==> config.mk <==
export PLATFORM = sky130hd
export DESIGN_NAME = mem_access_stage_flat
export DESIGN_NICKNAME = d
export VERILOG_FILES = /design/src/rtl/mem_access_stage_if.sv /design/src/rtl/mem_access_stage.sv /design/src/flat_wrapper.sv
export SDC_FILE = /design/constraint.sdc
export NUM_CORES = 1
export LEC_CHECK = 0
export CAP_MARGIN = 0
export CELL_PAD_IN_SITES_DETAIL_PLACEMENT = 0
export CELL_PAD_IN_SITES_GLOBAL_PLACEMENT = 1
export CORE_MARGIN = 2
export CORE_UTILIZATION = 34
export DETAILED_ROUTE_END_ITERATION = 8
export PLACE_DENSITY_LB_ADDON = 0.1
export SLEW_MARGIN = 10
export SYNTH_ARGS = -nofsm -noshare
export SYNTH_HDL_FRONTEND = slang
export SYNTH_SLANG_ARGS = --single-unit
==> constraint.sdc <==
create_clock -name clock -period 5.6 [get_ports clock]
set_clock_uncertainty 0.05 [all_clocks]
set_input_delay 1.12 -clock clock [delete_from_list [all_inputs] [get_ports clock]]
set_output_delay 1.12 -clock clock [all_outputs]
set_load 0.1 [all_outputs]
==> src/rtl/mem_access_stage_if.sv <==
// Data-memory bus between the MEM stage (master) and the data memory (slave).
// Request fields are held stable by the master until memAck or abandonment.
interface mem_access_stage_if #(
  parameter int ADDR_WIDTH = 32
);
  logic                  memReq;
  logic [ADDR_WIDTH-1:0] memAddr;
  logic [3:0]            memWe;
  logic [31:0]           memWdata;
  logic [31:0]           memRdata;
  logic                  memAck;

  modport master (
    output memReq, memAddr, memWe, memWdata,
    input  memRdata, memAck
  );

  modport slave (
    input  memReq, memAddr, memWe, memWdata,
    output memRdata, memAck
  );
endinterface

==> src/rtl/mem_access_stage.sv <==
// MEM pipeline stage: req/ack data-memory access with timeout, load alignment/extension.
// Optional macro MEM_ALIGN_CHECK_EN adds misaligned-access rejection and the alignError output.
module mem_access_stage #(
  parameter int TIMEOUT_CYCLES = 16,
  parameter int ADDR_WIDTH     = 32
) (
  input  logic        clock,
  input  logic        reset,
  input  logic        inValid,
  input  logic [4:0]  writeRegister,
  input  logic [31:0] writeData,
  input  logic [31:0] aluOut,
  input  logic        regWrite,
  input  logic        memToReg,
  input  logic [3:0]  memWrite,
  input  logic [1:0]  memReadWidth,
  input  logic        loadUnsigned,
  output logic        stall,
  mem_access_stage_if.master mem,
  output logic        outValid,
  output logic [4:0]  writeRegisterOut,
  output logic        regWriteOut,
  output logic        memToRegOut,
  output logic [31:0] aluOutOut,
  output logic [31:0] readDataOut,
`ifdef MEM_ALIGN_CHECK_EN
  output logic        alignError,
`endif
  output logic        busError
);

  localparam int CW = $clog2(TIMEOUT_CYCLES + 1);

  typedef enum logic [0:0] {IDLE, BUSY} state_t;

  state_t      r_state;
  logic [CW-1:0] r_count;
  logic [31:0] r_alu;
  logic [4:0]  r_wreg;
  logic        r_regwrite;
  logic        r_memtoreg;
  logic [1:0]  r_width;
  logic        r_unsigned;

  logic w_isMem;
  logic w_misalign;
  logic w_timeout;

  function automatic logic [31:0] align_load(input logic [31:0] rdata, input logic [1:0] width,
                                             input logic [1:0] a, input logic uns);
    logic [15:0] h;
    logic [7:0]  b;
    h = a[1] ? rdata[31:16] : rdata[15:0];
    b = rdata[{a, 3'b000} +: 8];
    case (width)
      2'b01:   align_load = uns ? {16'h0000, h} : {{16{h[15]}}, h};
      2'b10:   align_load = uns ? {24'h000000, b} : {{24{b[7]}}, b};
      default: align_load = rdata;
    endcase
  endfunction

`ifdef MEM_ALIGN_CHECK_EN
  // Reserved width 2'b11 behaves as a word access.
  function automatic logic misaligned(input logic [1:0] width, input logic [1:0] a,
                                      input logic [3:0] we);
    logic [3:0] lanes;
    logic       bad;
    case (width)
      2'b01:   begin lanes = a[1] ? 4'b1100 : 4'b0011; bad = a[0];        end
      2'b10:   begin lanes = 4'b0001 << a;             bad = 1'b0;        end
      default: begin lanes = 4'b1111;                  bad = (a != 2'b00); end
    endcase
    misaligned = bad | ((we != 4'b0000) && (we != lanes));
  endfunction

  assign w_misalign = misaligned(memReadWidth, aluOut[1:0], memWrite);
`else
  assign w_misalign = 1'b0;
`endif

  assign w_isMem   = inValid & (memToReg | (memWrite != 4'b0000));
  assign w_timeout = (r_state == BUSY) && !mem.memAck && (r_count == CW'(TIMEOUT_CYCLES - 1));
  assign stall     = ((r_state == IDLE) && w_isMem && !w_misalign) ||
                     ((r_state == BUSY) && !mem.memAck && !w_timeout);

  always_ff @(posedge clock) begin
    if (!reset) begin
      r_state          <= IDLE;
      r_count          <= '0;
      r_alu            <= '0;
      r_wreg           <= '0;
      r_regwrite       <= 1'b0;
      r_memtoreg       <= 1'b0;
      r_width          <= '0;
      r_unsigned       <= 1'b0;
      mem.memReq       <= 1'b0;
      mem.memAddr      <= '0;
      mem.memWe        <= '0;
      mem.memWdata     <= '0;
      outValid         <= 1'b0;
      writeRegisterOut <= '0;
      regWriteOut      <= 1'b0;
      memToRegOut      <= 1'b0;
      aluOutOut        <= '0;
      readDataOut      <= '0;
      busError         <= 1'b0;
`ifdef MEM_ALIGN_CHECK_EN
      alignError       <= 1'b0;
`endif
    end else begin
      busError <= 1'b0;
`ifdef MEM_ALIGN_CHECK_EN
      alignError <= 1'b0;
`endif
      case (r_state)
        IDLE: begin
          if (w_isMem && !w_misalign) begin
            r_alu        <= aluOut;
            r_wreg       <= writeRegister;
            r_regwrite   <= regWrite;
            r_memtoreg   <= memToReg;
            r_width      <= memReadWidth;
            r_unsigned   <= loadUnsigned;
            mem.memReq   <= 1'b1;
            mem.memAddr  <= ADDR_WIDTH'(aluOut);
            mem.memWe    <= memWrite;
            mem.memWdata <= writeData;
            r_count      <= '0;
            outValid     <= 1'b0;
            r_state      <= BUSY;
          end else begin
            outValid         <= inValid;
            writeRegisterOut <= writeRegister;
            regWriteOut      <= regWrite;
            memToRegOut      <= memToReg;
            aluOutOut        <= aluOut;
            readDataOut      <= '0;
`ifdef MEM_ALIGN_CHECK_EN
            if (w_isMem) begin
              alignError  <= 1'b1;
              outValid    <= 1'b1;
              regWriteOut <= 1'b0;
            end
`endif
          end
        end
        BUSY: begin
          if (mem.memAck || w_timeout) begin
            mem.memReq       <= 1'b0;
            r_state          <= IDLE;
            outValid         <= 1'b1;
            writeRegisterOut <= r_wreg;
            memToRegOut      <= r_memtoreg;
            aluOutOut        <= r_alu;
            // A store (even when also flagged as a load) never returns read data.
            if (mem.memAck) begin
              regWriteOut <= r_regwrite;
              readDataOut <= (r_memtoreg && mem.memWe == 4'b0000) ?
                             align_load(mem.memRdata, r_width, r_alu[1:0], r_unsigned) : 32'h0;
            end else begin
              regWriteOut <= 1'b0;
              readDataOut <= '0;
              busError    <= 1'b1;
            end
          end else begin
            r_count <= r_count + 1'b1;
          end
        end
        default: r_state <= IDLE;
      endcase
    end
  end

endmodule

==> src/flat_wrapper.sv <==
// flat-port wrapper written by rule: the top's interface ports become plain ports
module mem_access_stage_flat 
#(
  parameter int TIMEOUT_CYCLES = 16,
  parameter int ADDR_WIDTH     = 32
)
  (clock, reset, inValid, writeRegister, writeData, aluOut, regWrite, memToReg, memWrite, memReadWidth, loadUnsigned, stall, outValid, writeRegisterOut, regWriteOut, memToRegOut, aluOutOut, readDataOut, busError, mem_memReq, mem_memAddr, mem_memWe, mem_memWdata, mem_memRdata, mem_memAck);
  mem_access_stage_if #(.ADDR_WIDTH(ADDR_WIDTH)) mem_i ();
  input  logic clock;
  input  logic reset;
  input  logic inValid;
  input  logic [4:0] writeRegister;
  input  logic [31:0] writeData;
  input  logic [31:0] aluOut;
  input  logic regWrite;
  input  logic memToReg;
  input  logic [3:0] memWrite;
  input  logic [1:0] memReadWidth;
  input  logic loadUnsigned;
  output logic stall;
  output logic outValid;
  output logic [4:0] writeRegisterOut;
  output logic regWriteOut;
  output logic memToRegOut;
  output logic [31:0] aluOutOut;
  output logic [31:0] readDataOut;
  output logic busError;
  output wire logic [$bits(mem_i.memReq)-1:0] mem_memReq;
  output wire logic [$bits(mem_i.memAddr)-1:0] mem_memAddr;
  output wire logic [$bits(mem_i.memWe)-1:0] mem_memWe;
  output wire logic [$bits(mem_i.memWdata)-1:0] mem_memWdata;
  input wire logic [$bits(mem_i.memRdata)-1:0] mem_memRdata;
  input wire logic [$bits(mem_i.memAck)-1:0] mem_memAck;
  assign mem_memReq = mem_i.memReq;
  assign mem_memAddr = mem_i.memAddr;
  assign mem_memWe = mem_i.memWe;
  assign mem_memWdata = mem_i.memWdata;
  assign mem_i.memRdata = mem_memRdata;
  assign mem_i.memAck = mem_memAck;
  mem_access_stage #(.TIMEOUT_CYCLES(TIMEOUT_CYCLES), .ADDR_WIDTH(ADDR_WIDTH)) u_core (.clock(clock), .reset(reset), .inValid(inValid), .writeRegister(writeRegister), .writeData(writeData), .aluOut(aluOut), .regWrite(regWrite), .memToReg(memToReg), .memWrite(memWrite), .memReadWidth(memReadWidth), .loadUnsigned(loadUnsigned), .stall(stall), .mem(mem_i), .outValid(outValid), .writeRegisterOut(writeRegisterOut), .regWriteOut(regWriteOut), .memToRegOut(memToRegOut), .aluOutOut(aluOutOut), .readDataOut(readDataOut), .busError(busError));
endmodule
==> impl_metrics.csv <==
group,metric,value,unit
status,status,"completed",
synthesis,synthAdderAreaFrac,0.777,%
synthesis,synth_cells,725,
critical_path,cp.arrival,2.75,ns
global_routing,grt_usage,19.7,%
clock_tree,clk_pin_slew,0.06,ns
synthesis,synth-edff-count,0,
critical_path,start_kind,"input port",
synthesis,yosysUniqueCellTypes,44,
cells_and_area,final_core_util,52.0,%
critical_path,path_max_fanout,3,
power_and_ir_drop,ir_worst_vdd,0.000189,V
timing,holdWs,0.405,ns
clock_tree,cts_buffers,17,
timing,rsz0062_at_grt,"no",
placement,numPortBuffers,256,
timing,post-route-period-util,70.1,%
min_path,hp-start,"u_core.mem.memWdata[3]",
cells_and_area,syn_to_final_growth,50.3,%
power_and_ir_drop,p_leak,3.47,nW
placement,placed_cell_area,9110,um^2
floorplan,die-area,20100,um^2
synthesis,synth_area_per_cell,8.89,um^2
synthesis,synth-simple-area-share,13.1,%
synthesis,yosysWarnings,0,
placement,place_inst,1158,
detailed_routing,post_drt_wl_per_cell,16.9,um
timing,fmax,0.255,GHz
global_routing,grt_max_degree,124,
clock_tree,cts_tree,"yes",
clock_tree,cts_root_buf,"clkbuf_16",
floorplan,die_w,142,um
global_routing,overflow,0,
cells_and_area,layout-drive-gt1-share,5.65,%
critical_path,path_class,"input port to output pin",
timing,fin_crit,3.92,ns
floorplan,core,18600,um^2
timing,setup-tns-final,0,ns
detailed_routing,drc_errors,0,
synthesis,yosysSeqAreaShare,49.1,%
detailed_routing,drt-initial-drc-count,319,
min_path,min_path_cells,2,
critical_path,end_kind,"output pin",
clock_tree,clock_path_buffers,2,
critical_path,ff2ff_setup_slack,2.63,ns
global_routing,antenna_found_initial,1,
global_routing,grt_pass1_wl,31600,um
clock_tree,cts_setup_buffers,0,
placement,place.gp.congestion,0.762,
detailed_routing,vias_per_cell,5.16,
synthesis,synthMuxAreaShare,8.89,%
synthesis,ys_seq_elements,158,
timing,finalSetupViolCount,0,
power_and_ir_drop,p_per_area,338,nW/um^2
detailed_routing,dr.pass1.iters,6,
critical_path,rr_startpoint,"u_core.r_state",
job,maxCapViolCount,0,
clock_tree,htree_levels,4,
synthesis,synth_xor_area_share,0,%
min_path,min_to,"u_core.mem.memWdata[3]",
timing,relSlewSlack,25.3,%
cells_and_area,fin_area,9690,um^2
floorplan,rows,50,
synthesis,synth_top_family_by_area,"compound AO/OA/AOI/OAI gates",
floorplan,start_util,34.6,%
synthesis,netlist_area,6440,um^2
timing,fin_ws,1.68,ns
min_path,worstHoldPathType,"flip-flop to flip-flop",
cells_and_area,layoutNonFillerInstCount,1191,
global_routing,grt_pass1_vias,5996,
critical_path,cp_data_required_time,4.43,ns
synthesis,synth_top_flop_cell,"dfxtp_1",
synthesis,synth_compound_area_share,23.3,%
synthesis,async_reset_ff_share,0,%
detailed_routing,vias,6146,
clock_tree,ctsHoldBuffers,0,
clock_tree,clkLatencyLatePin,0.41,ns
detailed_routing,drtAntennaViolNets,0,
placement,hpwl,13500,um
timing,hold_viol,0,
floorplan,io_pins,257,
critical_path,timing.rr.end,"u_core.readDataOut[0]",
cells_and_area,fill_cells,1711,
floorplan,die_h,142,um
clock_tree,cts.sinks,158,
clock_tree,cts_resized,0,
critical_path,worstRegToRegCells,5,
power_and_ir_drop,p_total,3.28,mW
timing,worst_pin_slew,1.12,ns
placement,pre_cts_ws,1.68,ns
cells_and_area,nets,1061,
synthesis,syn_nets,843,
detailed_routing,wl,20200,um
timing,final_max_slew_viol_count,0,
==> cell usage after synthesis, drive strengths merged (2+ instances only) <==
master	instances	area, um^2
nand2	170	638
o2111ai	2	17.5
a221o	24	240
nor3	2	15.0
and2	2	12.5
and3	4	25.0
a311oi	7	61.3
o21ai	11	55.1
a32o	7	70.1
mux2i	46	460
nor2b	2	12.5
nand2b	7	43.8
ha	4	50.1
or3	3	18.8
a211oi	38	285
a31oi	2	12.5
nor2	6	22.5
buf	34	168
o21a	2	15.0
inv	9	33.8
nand3	2	10.0
clkbuf	30	113
o2bb2ai	2	17.5
o31ai	3	36.3
dfxtp	158	3160
a21oi	127	639
mux2	8	90.1
==> critical path: stages <==
cell	delay (ns)
clkdlybuf4s50_1	0.45
or3_1	0.46
o31a_2	0.36
nor2_4	0.11
inv_1	0.08
buf_12	0.16
==> how the worst max path moves through the flow <==
stage          startpoint    end  slack, ns
6_report         memToReg  stall       1.68
2_1_floorplan    memToReg  stall       1.81
3_5_place_dp     memToReg  stall       1.68
4_1_cts          memToReg  stall       1.68
5_1_grt          memToReg  stall       1.62
3_3_place_gp     memToReg  stall       1.70
==> area by class of cell <==
class	instances	area, um^2	area share (%)
clock buffer	22	464	4.79
tap	234	293	3.02
clock inverter	10	114	1.18
antenna	1	2.50	0.0258
timing repair buffer	263	2640	27.2
multi-input combinational	494	2980	30.7
sequential	158	3160	32.7
inverter	9	36.3	0.375
==> sequential cells by signal, indices dropped and copies added (netlist names), 2 cells and up <==
register,count
u_core.r_wreg,5
u_core.r_count,5
u_core.mem.memWdata,32
u_core.writeRegisterOut,5
u_core.aluOutOut,32
u_core.r_width,2
u_core.readDataOut,32
u_core.mem.memWe,4
u_core.mem.memAddr,32
==> where the power goes <==
part	internal (mW)	switching [mW]	leakage [nW]	total [mW]
combinational	0.257	0.656	1.90	0.912
sequential	1.19	0.0421	1.30	1.23
clock	0.679	0.454	0.272	1.13
==> cells in the final DEF, fill, tap and decap left out, types with 3 or more instances in the layout <==
| cell | netlist | layout |
|---|---|---|
| a211oi_1 | 38 | 38 |
| a21oi_1 | 126 | 126 |
| a221o_1 | 24 | 24 |
| a311oi_1 | 7 | 7 |
| a32o_1 | 7 | 7 |
| and3_1 | 4 | 4 |
| buf_4 | 0 | 6 |
| clkbuf_1 | 30 | 3 |
| clkbuf_16 | 0 | 17 |
| clkdlybuf4s50_1 | 0 | 255 |
| clkinv_2 | 0 | 3 |
| clkinvlp_4 | 0 | 4 |
| dfxtp_1 | 158 | 157 |
| ha_1 | 4 | 4 |
| inv_1 | 9 | 8 |
| mux2_2 | 8 | 8 |
| mux2i_1 | 46 | 46 |
| nand2_1 | 170 | 170 |
| nand2b_1 | 7 | 7 |
| nor2_1 | 6 | 5 |
| o21ai_0 | 11 | 11 |
| or3_1 | 3 | 3 |
==> metal layers <==
layer,track usage [%],up-vias,wire [um],share of wire [%]
met5,0,-,0,0
met4,5.95,0,340,1.7
met3,7.12,21,1570,7.8
met2,34.0,208,9850,49
met1,22.8,2899,8430,42
li1,-,3018,-,-
==> logic make-up (layout without fill, tap and decap cells) <==
family / Yosys count / after routing
adders and majority gates: 4 / 4
buffers and inverters: 73 / 304
muxes: 55 / 55
and+or+nand+nor: 204 / 204
AOI/OAI and AO/OA: 231 / 231
other: 0 / 1
DFF: 158 / 158
(Power assumes the default switching activity.)
